$ cat config.mk
export PLATFORM = sky130hd
export DESIGN_NAME = multi_edge_debounce
export DESIGN_NICKNAME = d
export VERILOG_FILES = /design/src/rtl/multi_edge_debounce.sv
export SDC_FILE = /design/constraint.sdc
export NUM_CORES = 1
export LEC_CHECK = 0
export ABC_CLOCK_PERIOD_IN_PS = 1600
export CAP_MARGIN = 20
export CORE_ASPECT_RATIO = 1.1
export CORE_MARGIN = 2
export CORE_UTILIZATION = 40
export CTS_CLUSTER_SIZE = 16
export DETAILED_ROUTE_END_ITERATION = 12
export SYNTH_ARGS = -nofsm -noshare
export SYNTH_HDL_FRONTEND = slang
export SYNTH_SLANG_ARGS = --single-unit
$ cat constraint.sdc
create_clock -name clk -period 1.6 [get_ports clk]
set_input_delay 0.4 -clock clk [delete_from_list [all_inputs] [get_ports clk]]
set_output_delay 0.4 -clock clk [all_outputs]
set_load 0.01 [all_outputs]
$ cat src/rtl/multi_edge_debounce.sv
// Multi-channel input conditioner: synchroniser, stable-count debounce filter,
// selectable edge pulse and sticky write-1-to-clear event flag per channel.

module multi_edge_debounce_ch #(
   parameter int SYNC_STAGES = 3,
   parameter int DB_CYCLES   = 4,
   parameter bit RST_LEVEL   = 1'b0,
   parameter int CNT_W       = 3
) (
   input  logic       clk,
   input  logic       rstn,
   input  logic       sig,
   input  logic       en,
   input  logic [1:0] mode,
   input  logic       clr,
   output logic       level,
   output logic       pulse,
   output logic       evt
);
   typedef enum logic {STABLE, PENDING} state_t;

   state_t                 state, state_nxt;
   logic [SYNC_STAGES-1:0] sync;
   logic [CNT_W-1:0]       cnt, cnt_nxt;
   logic                   level_nxt, pulse_nxt, evt_nxt, commit, s;

   assign s = sync[SYNC_STAGES-1];

   always_ff @(posedge clk or negedge rstn) begin
      if (!rstn) begin
         sync  <= {SYNC_STAGES{RST_LEVEL}};
         state <= STABLE;
         cnt   <= '0;
         level <= RST_LEVEL;
         pulse <= 1'b0;
         evt   <= 1'b0;
      end else begin
         sync  <= {sync[SYNC_STAGES-2:0], sig};
         state <= state_nxt;
         cnt   <= cnt_nxt;
         level <= level_nxt;
         pulse <= pulse_nxt;
         evt   <= evt_nxt;
      end
   end

   always_comb begin
      state_nxt = state;
      cnt_nxt   = cnt;
      level_nxt = level;
      pulse_nxt = 1'b0;
      commit    = 1'b0;
      // a pulse in the same cycle as a clear keeps the flag set
      evt_nxt   = pulse | (evt & ~clr);
      if (!en) begin
         // track silently so re-enabling never reports a stale edge
         state_nxt = STABLE;
         cnt_nxt   = '0;
         level_nxt = s;
      end else begin
         case (state)
            STABLE:
               if (s != level) begin
                  if (DB_CYCLES == 1) commit = 1'b1;
                  else begin
                     cnt_nxt   = CNT_W'(1);
                     state_nxt = PENDING;
                  end
               end
            PENDING:
               if (s == level) begin
                  cnt_nxt   = '0;
                  state_nxt = STABLE;
               end else if (cnt == CNT_W'(DB_CYCLES-1)) commit = 1'b1;
               else cnt_nxt = cnt + CNT_W'(1);
            default: state_nxt = STABLE;
         endcase
         if (commit) begin
            level_nxt = s;
            cnt_nxt   = '0;
            state_nxt = STABLE;
            pulse_nxt = (mode[0] & s) | (mode[1] & ~s);
         end
      end
   end
endmodule

module multi_edge_debounce #(
   parameter int CH          = 4,
   parameter int SYNC_STAGES = 3,
   parameter int DB_CYCLES   = 4,
   parameter bit RST_LEVEL   = 1'b0
) (
   input  logic            clk,
   input  logic            rstn,
   input  logic [CH-1:0]   sig_i,
   input  logic            en_i,
   input  logic [2*CH-1:0] mode_i,
   input  logic [CH-1:0]   clr_i,
   output logic [CH-1:0]   level_o,
   output logic [CH-1:0]   pulse_o,
   output logic [CH-1:0]   evt_o,
   output logic            any_pulse_o
);
   localparam int CNT_W = (DB_CYCLES < 2) ? 1 : $clog2(DB_CYCLES+1);

   for (genvar c = 0; c < CH; c++) begin : g_ch
      multi_edge_debounce_ch #(
         .SYNC_STAGES(SYNC_STAGES),
         .DB_CYCLES  (DB_CYCLES),
         .RST_LEVEL  (RST_LEVEL),
         .CNT_W      (CNT_W)
      ) u_ch (
         .clk  (clk),
         .rstn (rstn),
         .sig  (sig_i[c]),
         .en   (en_i),
         .mode (mode_i[2*c+1:2*c]),
         .clr  (clr_i[c]),
         .level(level_o[c]),
         .pulse(pulse_o[c]),
         .evt  (evt_o[c])
      );
   end

   assign any_pulse_o = |pulse_o;
endmodule

==> results_dict.tcl <==
set metrics [dict create \
    synth.distinct_cells 23 \
    vias 1150 \
    irDropWorstVdd_v 0.000521 \
    setup-tns-final_ns -0.120 \
    drc_errors 0 \
    cts_tree "built" \
    hold_viol 0 \
    min-delay-path-class "primary input to asynchronous set/reset pin" \
    antenna-diode-count 0 \
    clock-sinks 40 \
    worst-endpoint-required_ns 1.20 \
    clock.fmax_mhz 581 \
    dp_hpwl_mm 2.42 \
    placeableCoreArea_sq_um 4350 \
    cts_max_path_buffers 2 \
    rsz0062_at_grt "true" \
    grt_pass1_vias 1217 \
    criticalPathCategory "flop to primary output" \
    post_synth.cell_area_avg_sq_um 13.1 \
    report.final.setup_viol 1 \
    final_common_cell "dfrtp_1" \
    post-route-worst-setup-slack_ns -0.120 \
    synth-warning-count 0 \
    max_cap_viol_count 0 \
    outcome "complete, but fails checks" \
    floorplan.io_pins 32 \
    num-nets-final 205 \
    postCtsHoldBufs 0 \
    synthesis.area_sq_um 1840 \
    firstDrtPassIters 4 \
    dpl-instance-area_sq_um 2200 \
    worst_slew_margin_rel 0.627 \
    die-area_sq_um 5160 \
    detail_route.iter0.violations 24 \
    synth.net_count 168 \
    floorplan.die.width_um 68.7 \
    io_buffer_count 31 \
    flow.area_growth_from_synthesis_pct 25.1 \
    final-instance-count-excl-fill 233 \
    finClkSkew_ns 0.00527 \
    total_power_mw 2.06 \
    first_pass_grt_wire_length_mm 5.53 \
    antenna_found_initial 0 \
    final-max-slew-violation-count 0 \
    leakagePower_nw 1.16 \
    clock_tree.htree_level_count 2 \
    grt_overflow_total 0 \
    numPlacedInstances 224 \
    routed_wl_mm 3.16 \
    final_layout_size_suffix_gt1_frac 0.190 \
    post_drt_via_cell_ratio 4.94 \
    grt_start_max_net_pins 25 \
    slew_at_the_pin_closest_to_its_max_slew_limit_ns 0.555 \
    die_height_um 75.1 \
    initial_core_util 0.423 \
    route.antenna.remaining_nets 0 \
    cts-buffers-inserted 5 \
    path_max_fanout 2 \
    powerDensity_nw_per_um2 893 \
    groute.usage.overall 0.151 \
    worst_setup_path_start_kind "flop" \
    cts_clock_pin_slew_for_the_worst_setup_and_hold_paths_ns 0.08 \
    layout_common_cells "dfrtp_1 (40), clkdlybuf4s50_1 (17), buf_4 (13)" \
    final_design_area_no_fill_sq_um 2300 \
    worst_ep_arrival_time_ns 1.32 \
    synth-seq-cells 40 \
    synth.yosys.seq_area_share 0.544 \
    finalWorstPathRequiredPeriod_ns 1.72 \
    worst_skew_pair.late_latency_ns 0.29 \
    failed_checks "setup timing" \
    routedWlPerCell_um 13.6 \
    layout_worst_path_cycle_share 1.08 \
    placement_rows 25 \
    cp-end-kind "primary output" \
    synth_cells 141 \
    routabilityCongestion 0.689 \
    clock_root_buffer "clkbuf_8" \
]
## area by class of cell
cell class | instances | area (sq um)
clock buffer | 7 | 86.3
timing repair buffer | 45 | 418
sequential | 40 | 1000
inverter | 13 | 48.8
clock inverter | 1 | 7.51
tap | 54 | 67.6
fill | 395 | 2050
multi-input combinational | 73 | 673
## cell families after synthesis
| group | share of synthesized area |
|---|---|
| flip-flops | 0.544 |
| AO/OA/AOI/OAI | 0.0680 |
| adder cells (fa/ha/maj) | 0.0544 |
| XOR/XNOR | 0.0272 |
| buffers and inverters | 0.0918 |
| AND/OR/NAND/NOR | 0.125 |
| multiplexers | 0.0897 |
## worst max-delay path: stages (launching register included)
cell and delay [ns]:
dfrtp_1 0.38, or4_1 0.51, buf_2 0.15
## worst paths after layout
check / to / cells after the start / slack, ns / start
hold reg to reg: g_ch[3].u_ch.sync[2] / 0 / 0.35 / g_ch[3].u_ch.sync[1]
hold / removal: g_ch[2].u_ch.cnt[0] / 1 / 0.04 / rstn
setup / recovery: any_pulse_o / 2 / -0.12 / g_ch[2].u_ch.pulse
min in group clk: g_ch[3].u_ch.sync[2] / 0 / 0.35 / g_ch[3].u_ch.sync[1]
setup reg to reg: g_ch[2].u_ch.level / 4 / 0.14 / g_ch[2].u_ch.cnt[0]
max in group asynchronous: g_ch[1].u_ch.cnt[2] / 2 / 1.10 / rstn
## per-stage QoR
step / hold WS [ns] / setup WS, ns / util
3_3_place_gp: 0.332 / -0.147 / 0.507
2_1_floorplan: 0.104 / 0.203 / -
3_5_place_dp: 0.336 / -0.162 / 0.507
4_1_cts: 0.0440 / -0.141 / 0.527
6_report: 0.0383 / -0.120 / 0.529
5_1_grt: 0.0627 / -0.171 / 0.529
## state kept, by name, indices dropped and copies added, names as in the netlist
name / flops
g_ch.u_ch.cnt: 12
g_ch.u_ch.evt: 4
g_ch.u_ch.level: 4
g_ch.u_ch.pulse: 4
g_ch.u_ch.state: 4
g_ch.u_ch.sync: 12
## Yosys cell counts
| cell | n | area, sq um |
|---|---|---|
| a21boi_1 | 4 | 30.0 |
| a211oi_1 | 3 | 22.5 |
| inv_2 | 1 | 3.75 |
| nor3b_1 | 4 | 30.0 |
| o21a_1 | 4 | 30.0 |
| a211oi_2 | 1 | 12.5 |
| nand2_1 | 4 | 15.0 |
| dfrtp_1 | 40 | 1000 |
| nand4bb_1 | 4 | 45.0 |
| nor4_1 | 2 | 12.5 |
| nand3b_1 | 8 | 60.1 |
| inv_1 | 12 | 45.0 |
| mux2_2 | 4 | 45.0 |
| mux2i_1 | 12 | 120 |
| nor4_2 | 2 | 25.0 |
| or4_1 | 1 | 7.51 |
| a21o_1 | 4 | 30.0 |
| buf_6 | 2 | 22.5 |
| buf_4 | 13 | 97.6 |
| xnor2_1 | 2 | 17.5 |
| xnor2_2 | 2 | 32.5 |
| nand4b_1 | 4 | 35.0 |
| ha_1 | 8 | 100 |
## routing by layer
layer	global-route usage	share of wire	vias up	routed length, um
li1	-	-	559	-
met4	0.0822	0.023	0	73
met5	0	0	-	0
met3	0.0419	0.053	6	167
met1	0.180	0.42	558	1330
met2	0.245	0.50	27	1590
## repair_timing
item | 4_1_cts | 5_1_grt
resized for setup | 12 | 5
setup buffers | 1 | 0
pin swaps | 0 | 1
endpoints found under the setup margin | 10 | 6
## where the power goes
group | total (mW) | switching [mW] | internal [mW] | leakage [nW]
combinational | 0.258 | 0.113 | 0.145 | 0.603
sequential | 1.11 | 0.0492 | 1.06 | 0.512
clock | 0.685 | 0.335 | 0.350 | 0.0445
total | 2.06 | 0.497 | 1.56 | 1.16
Power figures use the tool's default switching activity.
